--- config.mk ---
export PLATFORM = sky130hd
export DESIGN_NAME = multicycle_compute_unit
export DESIGN_NICKNAME = d
export VERILOG_FILES = /design/src/rtl/multicycle_compute_unit.sv
export SDC_FILE = /design/constraint.sdc
export NUM_CORES = 1
export LEC_CHECK = 0
export CAP_MARGIN = 20
export CORE_MARGIN = 4
export CORE_UTILIZATION = 35
export DETAILED_ROUTE_END_ITERATION = 7
export HOLD_SLACK_MARGIN = 0.12
export MAX_ROUTING_LAYER = met4
export SLEW_MARGIN = 20
export SYNTH_ARGS = -nofsm -noshare
export SYNTH_HDL_FRONTEND = slang
export SYNTH_SLANG_ARGS = --single-unit
--- constraint.sdc ---
create_clock -name clk -period 5.6 [get_ports clk]
set_input_delay 0.84 -clock clk [delete_from_list [all_inputs] [get_ports clk]]
set_output_delay 0.84 -clock clk [all_outputs]
set_load 0.01 [all_outputs]
--- src/rtl/multicycle_compute_unit.sv ---
// RV32IM-style execute stage: 1-cycle ALU ops, XLEN+1-cycle iterative MUL/DIV; one result held.
// Backpressure: result parks in DONE until out_ready; in_ready only when idle or draining.
module multicycle_compute_unit #(
    parameter int XLEN      = 32,
    parameter bit MULDIV_EN = 1'b1
) (
    input  logic            clk,
    input  logic            reset,
    input  logic            in_valid,
    output logic            in_ready,
    input  logic            in_is_imm,
    input  logic [2:0]      in_funct3,
    input  logic [6:0]      in_funct7,
    input  logic [XLEN-1:0] in_rs1_val,
    input  logic [XLEN-1:0] in_rs2_val,
    input  logic [XLEN-1:0] in_imm,
    input  logic [4:0]      in_rd,
    output logic            out_valid,
    input  logic            out_ready,
    output logic [XLEN-1:0] out_val,
    output logic [4:0]      out_rd,
    output logic            busy
);
    localparam int SHW = $clog2(XLEN);
    localparam logic [XLEN-1:0] MIN_INT = {1'b1, {(XLEN-1){1'b0}}};

    typedef enum logic [1:0] {S_IDLE, S_MUL, S_DIV, S_DONE} state_t;

    state_t          state_q;
    logic [XLEN-1:0] out_val_q, hi_q, lo_q, opnd_q;
    logic [4:0]      out_rd_q;
    logic            out_valid_q, busy_q, neg_q;
    logic [2:0]      f3_q;
    logic [SHW-1:0]  cnt_q;

    logic [XLEN-1:0] op_b, alu_res, a_mag, b_mag, hi_d, lo_d, fin_res, div_sel;
    logic [SHW-1:0]  shamt;
    logic [XLEN:0]   mul_sum, div_trial;
    logic [2*XLEN-1:0] prod_fix;
    logic            accept, is_m, is_div, div_zero, div_ovf, fast, md_go, a_neg, b_neg;
    logic signed [XLEN-1:0] sra_res;

    assign in_ready  = !reset && (state_q == S_IDLE || (state_q == S_DONE && out_ready));
    assign accept    = in_valid && in_ready;
    assign out_valid = out_valid_q;
    assign out_val   = out_val_q;
    assign out_rd    = out_rd_q;
    assign busy      = busy_q;

    assign op_b     = in_is_imm ? in_imm : in_rs2_val;
    assign shamt    = op_b[SHW-1:0];
    assign is_m     = !in_is_imm && in_funct7 == 7'b0000001;
    assign is_div   = in_funct3[2];
    assign div_zero = op_b == '0;
    assign div_ovf  = !in_funct3[0] && in_rs1_val == MIN_INT && op_b == '1;
    // Divide-by-zero and signed overflow bypass the iterative divider.
    assign fast     = MULDIV_EN && is_m && is_div && (div_zero || div_ovf);
    assign md_go    = MULDIV_EN && is_m && !fast;

    always_comb begin
        alu_res = '0;
        sra_res = $signed(in_rs1_val) >>> shamt;
        if (is_m) begin
            if (fast) begin
                if (div_zero) alu_res = in_funct3[1] ? in_rs1_val : '1;
                else          alu_res = in_funct3[1] ? '0 : MIN_INT;
            end
        end else if (in_is_imm || in_funct7 == 7'b0000000 || in_funct7 == 7'b0100000) begin
            case (in_funct3)
                3'b000: alu_res = (!in_is_imm && in_funct7[5]) ? in_rs1_val - op_b
                                                                : in_rs1_val + op_b;
                3'b001: alu_res = in_rs1_val << shamt;
                3'b010: alu_res[0] = $signed(in_rs1_val) < $signed(op_b);
                3'b011: alu_res[0] = in_rs1_val < op_b;
                3'b100: alu_res = in_rs1_val ^ op_b;
                3'b101: begin
                    if (in_funct7[5]) alu_res = sra_res;
                    else              alu_res = in_rs1_val >> shamt;
                end
                3'b110: alu_res = in_rs1_val | op_b;
                default: alu_res = in_rs1_val & op_b;
            endcase
        end
    end

    // Operands are iterated as magnitudes; the result sign is applied on the final cycle.
    always_comb begin
        if (is_div) begin
            a_neg = in_rs1_val[XLEN-1] && !in_funct3[0];
            b_neg = op_b[XLEN-1] && !in_funct3[0];
        end else begin
            a_neg = in_rs1_val[XLEN-1] && in_funct3 != 3'b011;
            b_neg = op_b[XLEN-1] && (in_funct3 == 3'b000 || in_funct3 == 3'b001);
        end
        a_mag = a_neg ? -in_rs1_val : in_rs1_val;
        b_mag = b_neg ? -op_b : op_b;
    end

    always_comb begin
        mul_sum   = {1'b0, hi_q} + (lo_q[0] ? {1'b0, opnd_q} : '0);
        div_trial = {hi_q, lo_q[XLEN-1]} - {1'b0, opnd_q};
        if (state_q == S_DIV) begin
            if (!div_trial[XLEN]) begin
                hi_d = div_trial[XLEN-1:0];
                lo_d = {lo_q[XLEN-2:0], 1'b1};
            end else begin
                hi_d = {hi_q[XLEN-2:0], lo_q[XLEN-1]};
                lo_d = {lo_q[XLEN-2:0], 1'b0};
            end
        end else begin
            {hi_d, lo_d} = {mul_sum, lo_q[XLEN-1:1]};
        end
        prod_fix = neg_q ? -{hi_d, lo_d} : {hi_d, lo_d};
        div_sel  = f3_q[1] ? hi_d : lo_d;
        if (state_q == S_DIV)   fin_res = neg_q ? -div_sel : div_sel;
        else if (f3_q == 3'b000) fin_res = prod_fix[XLEN-1:0];
        else                     fin_res = prod_fix[2*XLEN-1:XLEN];
    end

    always_ff @(posedge clk or posedge reset) begin
        if (reset) begin
            state_q     <= S_IDLE;
            out_val_q   <= '0;
            out_rd_q    <= '0;
            out_valid_q <= 1'b0;
            busy_q      <= 1'b0;
            hi_q        <= '0;
            lo_q        <= '0;
            opnd_q      <= '0;
            neg_q       <= 1'b0;
            f3_q        <= '0;
            cnt_q       <= '0;
        end else begin
            case (state_q)
                S_MUL, S_DIV: begin
                    hi_q  <= hi_d;
                    lo_q  <= lo_d;
                    cnt_q <= cnt_q + 1'b1;
                    if (cnt_q == SHW'(XLEN-1)) begin
                        out_val_q   <= fin_res;
                        out_valid_q <= 1'b1;
                        busy_q      <= 1'b0;
                        state_q     <= S_DONE;
                    end
                end
                default: begin
                    if (accept) begin
                        out_rd_q <= in_rd;
                        if (md_go) begin
                            hi_q        <= '0;
                            lo_q        <= a_mag;
                            opnd_q      <= b_mag;
                            neg_q       <= (is_div && in_funct3[1]) ? a_neg : (a_neg ^ b_neg);
                            f3_q        <= in_funct3;
                            cnt_q       <= '0;
                            busy_q      <= 1'b1;
                            out_valid_q <= 1'b0;
                            state_q     <= is_div ? S_DIV : S_MUL;
                        end else begin
                            out_val_q   <= alu_res;
                            out_valid_q <= 1'b1;
                            state_q     <= S_DONE;
                        end
                    end else if (state_q == S_DONE && out_ready) begin
                        out_valid_q <= 1'b0;
                        state_q     <= S_IDLE;
                    end
                end
            endcase
        end
    end
endmodule

==> metrics.txt <==
# TYPE chip_impl_metric gauge
chip_impl_info{name="crit_slowest_cell",value="a221o_1"} 1
chip_impl_metric{name="buffer_ports.inserted",unit=""} 155
chip_impl_metric{name="fin_tns_setup",unit="ns"} 0
chip_impl_metric{name="power_leakage",unit="nW"} 13.5
chip_impl_info{name="endpoint_kind",value="flip-flop"} 1
chip_impl_metric{name="drt_first_iter_violations",unit=""} 4795
chip_impl_metric{name="globalRouteOverflowTotal",unit=""} 0
chip_impl_metric{name="report.final.hold_viol_count",unit=""} 0
chip_impl_metric{name="final_max_slew_viol_count",unit=""} 0
chip_impl_metric{name="reported_max_cap_violation_count",unit=""} 0
chip_impl_metric{name="die-area",unit="sq um"} 82300
chip_impl_metric{name="net_count_after_synthesis",unit=""} 4220
chip_impl_metric{name="post-route-drc-count",unit=""} 0
chip_impl_info{name="status",value="finished clean"} 1
chip_impl_metric{name="postRouteWirelength",unit="mm"} 156
chip_impl_metric{name="p_per_area",unit="nW/um^2"} 464
chip_impl_metric{name="clk_path_buf_depth",unit=""} 2
chip_impl_metric{name="detailroute.via_count",unit=""} 33500
chip_impl_metric{name="clockPowerShare",unit=""} 0.083
chip_impl_metric{name="min_period",unit="ns"} 5.52
chip_impl_metric{name="layout-area-overhead-vs-synth",unit="%"} 19.5
chip_impl_metric{name="gr-usage-all-layers",unit=""} 0.374
chip_impl_info{name="grt_setup_unrepaired",value="yes"} 1
chip_impl_metric{name="post-route-worst-setup-slack",unit="ns"} 0.0761
chip_impl_metric{name="grt_pass1_wl",unit="mm"} 221
chip_impl_metric{name="power_frac_comb",unit=""} 0.787
chip_impl_metric{name="fp.dieH",unit="um"} 287
chip_impl_metric{name="synthesized_instance_count",unit=""} 3900
chip_impl_metric{name="max_stage_delay",unit="ns"} 0.51
chip_impl_metric{name="peakVddDrop",unit="uV"} 273
chip_impl_metric{name="finish.net_count",unit=""} 4468
chip_impl_metric{name="starting_density",unit=""} 0.352
chip_impl_metric{name="std_cell_rows",unit=""} 102
chip_impl_metric{name="timing.clock.skew",unit="ns"} 0.0140
chip_impl_info{name="hold_class",value="flip-flop to flip-flop"} 1
chip_impl_metric{name="number_of_register_bits_inferred_by_synthesis",unit=""} 146
chip_impl_metric{name="viasPerCell",unit=""} 6.43
chip_impl_metric{name="max-slew-margin-rel",unit=""} 0.222
chip_impl_metric{name="path_buf_inv",unit=""} 2
chip_impl_metric{name="die_width",unit="um"} 287
chip_impl_info{name="synth-main-ff-cell",value="dfrtp_1"} 1
chip_impl_metric{name="synth_cell_types",unit=""} 118
chip_impl_metric{name="sw_frac_of_total",unit=""} 0.579
chip_impl_metric{name="final_ant_viol_nets",unit=""} 0
chip_impl_metric{name="cts_setup_buffers",unit=""} 0
chip_impl_metric{name="dpl.hpwl",unit="mm"} 126
chip_impl_metric{name="final_cells",unit=""} 5208
chip_impl_metric{name="yosys_warnings",unit=""} 0
chip_impl_metric{name="clk-insertion-delay-late",unit="ns"} 0.47
chip_impl_metric{name="global_placement_routability_congestion",unit=""} 1.14
chip_impl_metric{name="synth-edff-count",unit=""} 0
chip_impl_metric{name="largest_net_degree_at_the_start_of_global_routing",unit=""} 117
chip_impl_metric{name="worst-slew-pin-transition",unit="ns"} 1.16
chip_impl_metric{name="period_share",unit=""} 0.986
chip_impl_metric{name="worst_setup_hold_path_clk_slew",unit="ns"} 0.07
chip_impl_info{name="worstSetupStartpointType",value="flip-flop"} 1
chip_impl_info{name="tritoncts",value="built"} 1
chip_impl_metric{name="seq_total_area_yosys",unit=""} 0.134
chip_impl_metric{name="pwr-share-seq",unit=""} 0.130
chip_impl_metric{name="mapped_area",unit="sq um"} 27200
chip_impl_metric{name="number_of_instances_in_the_placed_design",unit=""} 5169
chip_impl_info{name="cells_traversed_along_the_worst_timing_path",value="and2_1 -> ha_1 -> fa_1 -> a211oi_1 -> o211ai_1 -> buf_4 -> nand4_1 -> nand4b_1 -> a221o_1 -> a2111o_1 -> nor2_1 -> and2_1 -> and4_1 -> a21oi_1 -> xnor2_1 -> buf_4 -> nor2_1 -> a211o_1"} 1
chip_impl_metric{name="avgSynthCellArea",unit="sq um"} 6.98
chip_impl_metric{name="final_layout_size_suffix_gt1_frac",unit=""} 0.131
chip_impl_metric{name="first_global_vias",unit=""} 31200
chip_impl_info{name="path_class",value="flip-flop to flip-flop"} 1
chip_impl_metric{name="cp.arrival",unit="ns"} 5.87
chip_impl_metric{name="worst-endpoint-required",unit="ns"} 5.95
chip_impl_metric{name="cell_internal_pwr",unit="mW"} 6.37
chip_impl_metric{name="htree_num_levels",unit=""} 4
chip_impl_metric{name="clkSinkCount",unit=""} 146
chip_impl_metric{name="dp_worst_setup_slack",unit="ns"} -0.148
chip_impl_metric{name="tritoncts.num_buffers",unit=""} 17
chip_impl_info{name="clock-root-buffer",value="clkbuf_16"} 1
chip_impl_metric{name="synth-async-reset-ratio",unit=""} 1.00
chip_impl_metric{name="worstPathMaxFanout",unit=""} 8
chip_impl_metric{name="fmax",unit="GHz"} 0.181
chip_impl_metric{name="antenna_found_initial",unit=""} 10
chip_impl_metric{name="power_switching",unit="mW"} 8.74
chip_impl_info{name="worst_path_top_cell_family_by_delay",value="compound AO/OA/AOI/OAI gates"} 1
chip_impl_metric{name="setup_viol",unit=""} 0
chip_impl_metric{name="wire_per_inst",unit="um"} 30.0
chip_impl_metric{name="drt_pre_antenna_iters",unit=""} 8
chip_impl_metric{name="coreArea",unit="sq um"} 77300
chip_impl_metric{name="ioPinCount",unit=""} 156
## power by group through the flow
stage                     Sequential (mW)  Combinational [mW]  Clock (mW)
after floorplan                      1.76                6.78           0
after global placement               1.96                11.4           0
after detailed placement             1.95                11.4           0
after CTS                            1.94                11.4        1.26
after global routing                 1.97                12.5        1.30
final                                1.96                11.9        1.25
## area by class of cell
cell class	instances	area, sq um
flip-flops and latches	146	3660
repair buffers	494	4240
well taps	1040	1300
clock buffers	21	450
inverters	166	628
multi-input cells	3323	22100
fillers	8266	44800
diodes	7	17.5
clock inverters	11	154
## flip-flops by register name, indices dropped and copies added, names as in the netlist
register and count:
state_q 2, out_val 32, hi_q 32, f3_q 3, neg_q 1, lo_q 32, out_valid 1, cnt_q 5
busy 1, out_rd 5, opnd_q 32
## cells in the mapped netlist, drive strengths merged (56+ instances only)
cell type  number  area share
nand2         441       0.061
o21ai         419       0.078
nor2          353       0.049
a21oi         292       0.055
clkbuf        202       0.028
ha            200       0.092
inv           163       0.022
dfrtp         146        0.13
xnor2         145       0.047
mux2i         129       0.048
nand3         106       0.020
nor3          100       0.019
o211ai         89       0.025
a211oi         73       0.021
buf            63       0.012
and2           61       0.014
a31oi          58       0.014
a21o           56       0.015
## worst reg2reg max path: stages, from the launching register on
cell,delay (ns)
dfrtp_1,0.49
and2_1,0.19
ha_1,0.23
fa_1,0.41
a211oi_1,0.31
o211ai_1,0.25
buf_4,0.21
nand4_1,0.09
nand4b_1,0.43
a221o_1,0.52
a2111o_1,0.30
nor2_1,0.28
and2_1,0.26
and4_1,0.41
a21oi_1,0.14
xnor2_1,0.40
buf_4,0.18
nor2_1,0.04
a211o_1,0.26
## cell families after synthesis
| kind of cell | count (synthesis) | share of synthesized area |
|---|---|---|
| mux | 184 | 0.0779 |
| compound gates | 1367 | 0.327 |
| flops | 146 | 0.134 |
| fa+ha+maj | 204 | 0.0948 |
| simple gates | 1374 | 0.241 |
| buf+inv | 431 | 0.0623 |
| xor+xnor | 194 | 0.0624 |
## stage by stage
step	instance area [sq um]	power (mW)	hold WS [ns]	utilization
final	32500	15.1	0.475	0.421
after global routing	32500	15.8	0.506	0.421
after CTS	32500	14.6	0.481	0.420
after detailed placement	31900	13.3	0.467	0.412
after global placement	31900	13.3	0.465	0.412
after floorplan	27200	8.53	0.463	-
## metal layers
layer,global-route usage,up-vias,share of wire
met5,-,-,0
met4,0.233,0,0.080
met3,0.0719,512,0.089
met2,0.587,2055,0.45
met1,0.442,16000,0.38
li1,-,14900,-
## placed cells by master (no fill, tap or decap), drive strengths merged, types with 18 or more instances in the layout
cell / netlist / final
mux4: 18 / 18
ha: 200 / 200
nor4: 36 / 36
nand4: 38 / 38
mux2: 37 / 37
inv: 163 / 165
mux2i: 129 / 129
buf: 63 / 341
or3: 42 / 42
clkbuf: 202 / 21
o21a: 23 / 23
a31o: 20 / 20
o21ai: 419 / 419
o22ai: 25 / 25
a211oi: 73 / 73
xnor2: 145 / 145
o221ai: 21 / 21
a21oi: 292 / 292
xor2: 49 / 49
dfrtp: 146 / 146
and2: 61 / 61
o31ai: 44 / 44
o211ai: 89 / 89
nand2b: 27 / 27
nand2: 441 / 441
o21bai: 27 / 27
nor2: 353 / 353
a2111oi: 19 / 19
a21o: 56 / 56
and3: 42 / 42
nor2b: 47 / 47
a31oi: 58 / 58
clkdlybuf4s50: 0 / 153
nor3: 100 / 100
o311ai: 20 / 20
nand3: 106 / 106
or2: 21 / 21
## final timing paths
kind / start / end / slack [ns] / cells after the start
max in group asynchronous: reset / neg_q / 3.62 / 3
min: out_val[7] / out_val[7] / 0.48 / 2
max: lo_q[0] / out_val[22] / 0.08 / 18
min reg2reg: out_val[7] / out_val[7] / 0.48 / 2
min in group asynchronous: reset / out_rd[0] / 0.92 / 2
max reg2reg: lo_q[0] / out_val[22] / 0.08 / 18
## what timing repair did
action,CTS,global route
endpoints found under the setup margin,0,17
resized for setup,0,16
hold buffers,0,0
Power figures use the tool's default switching activity.
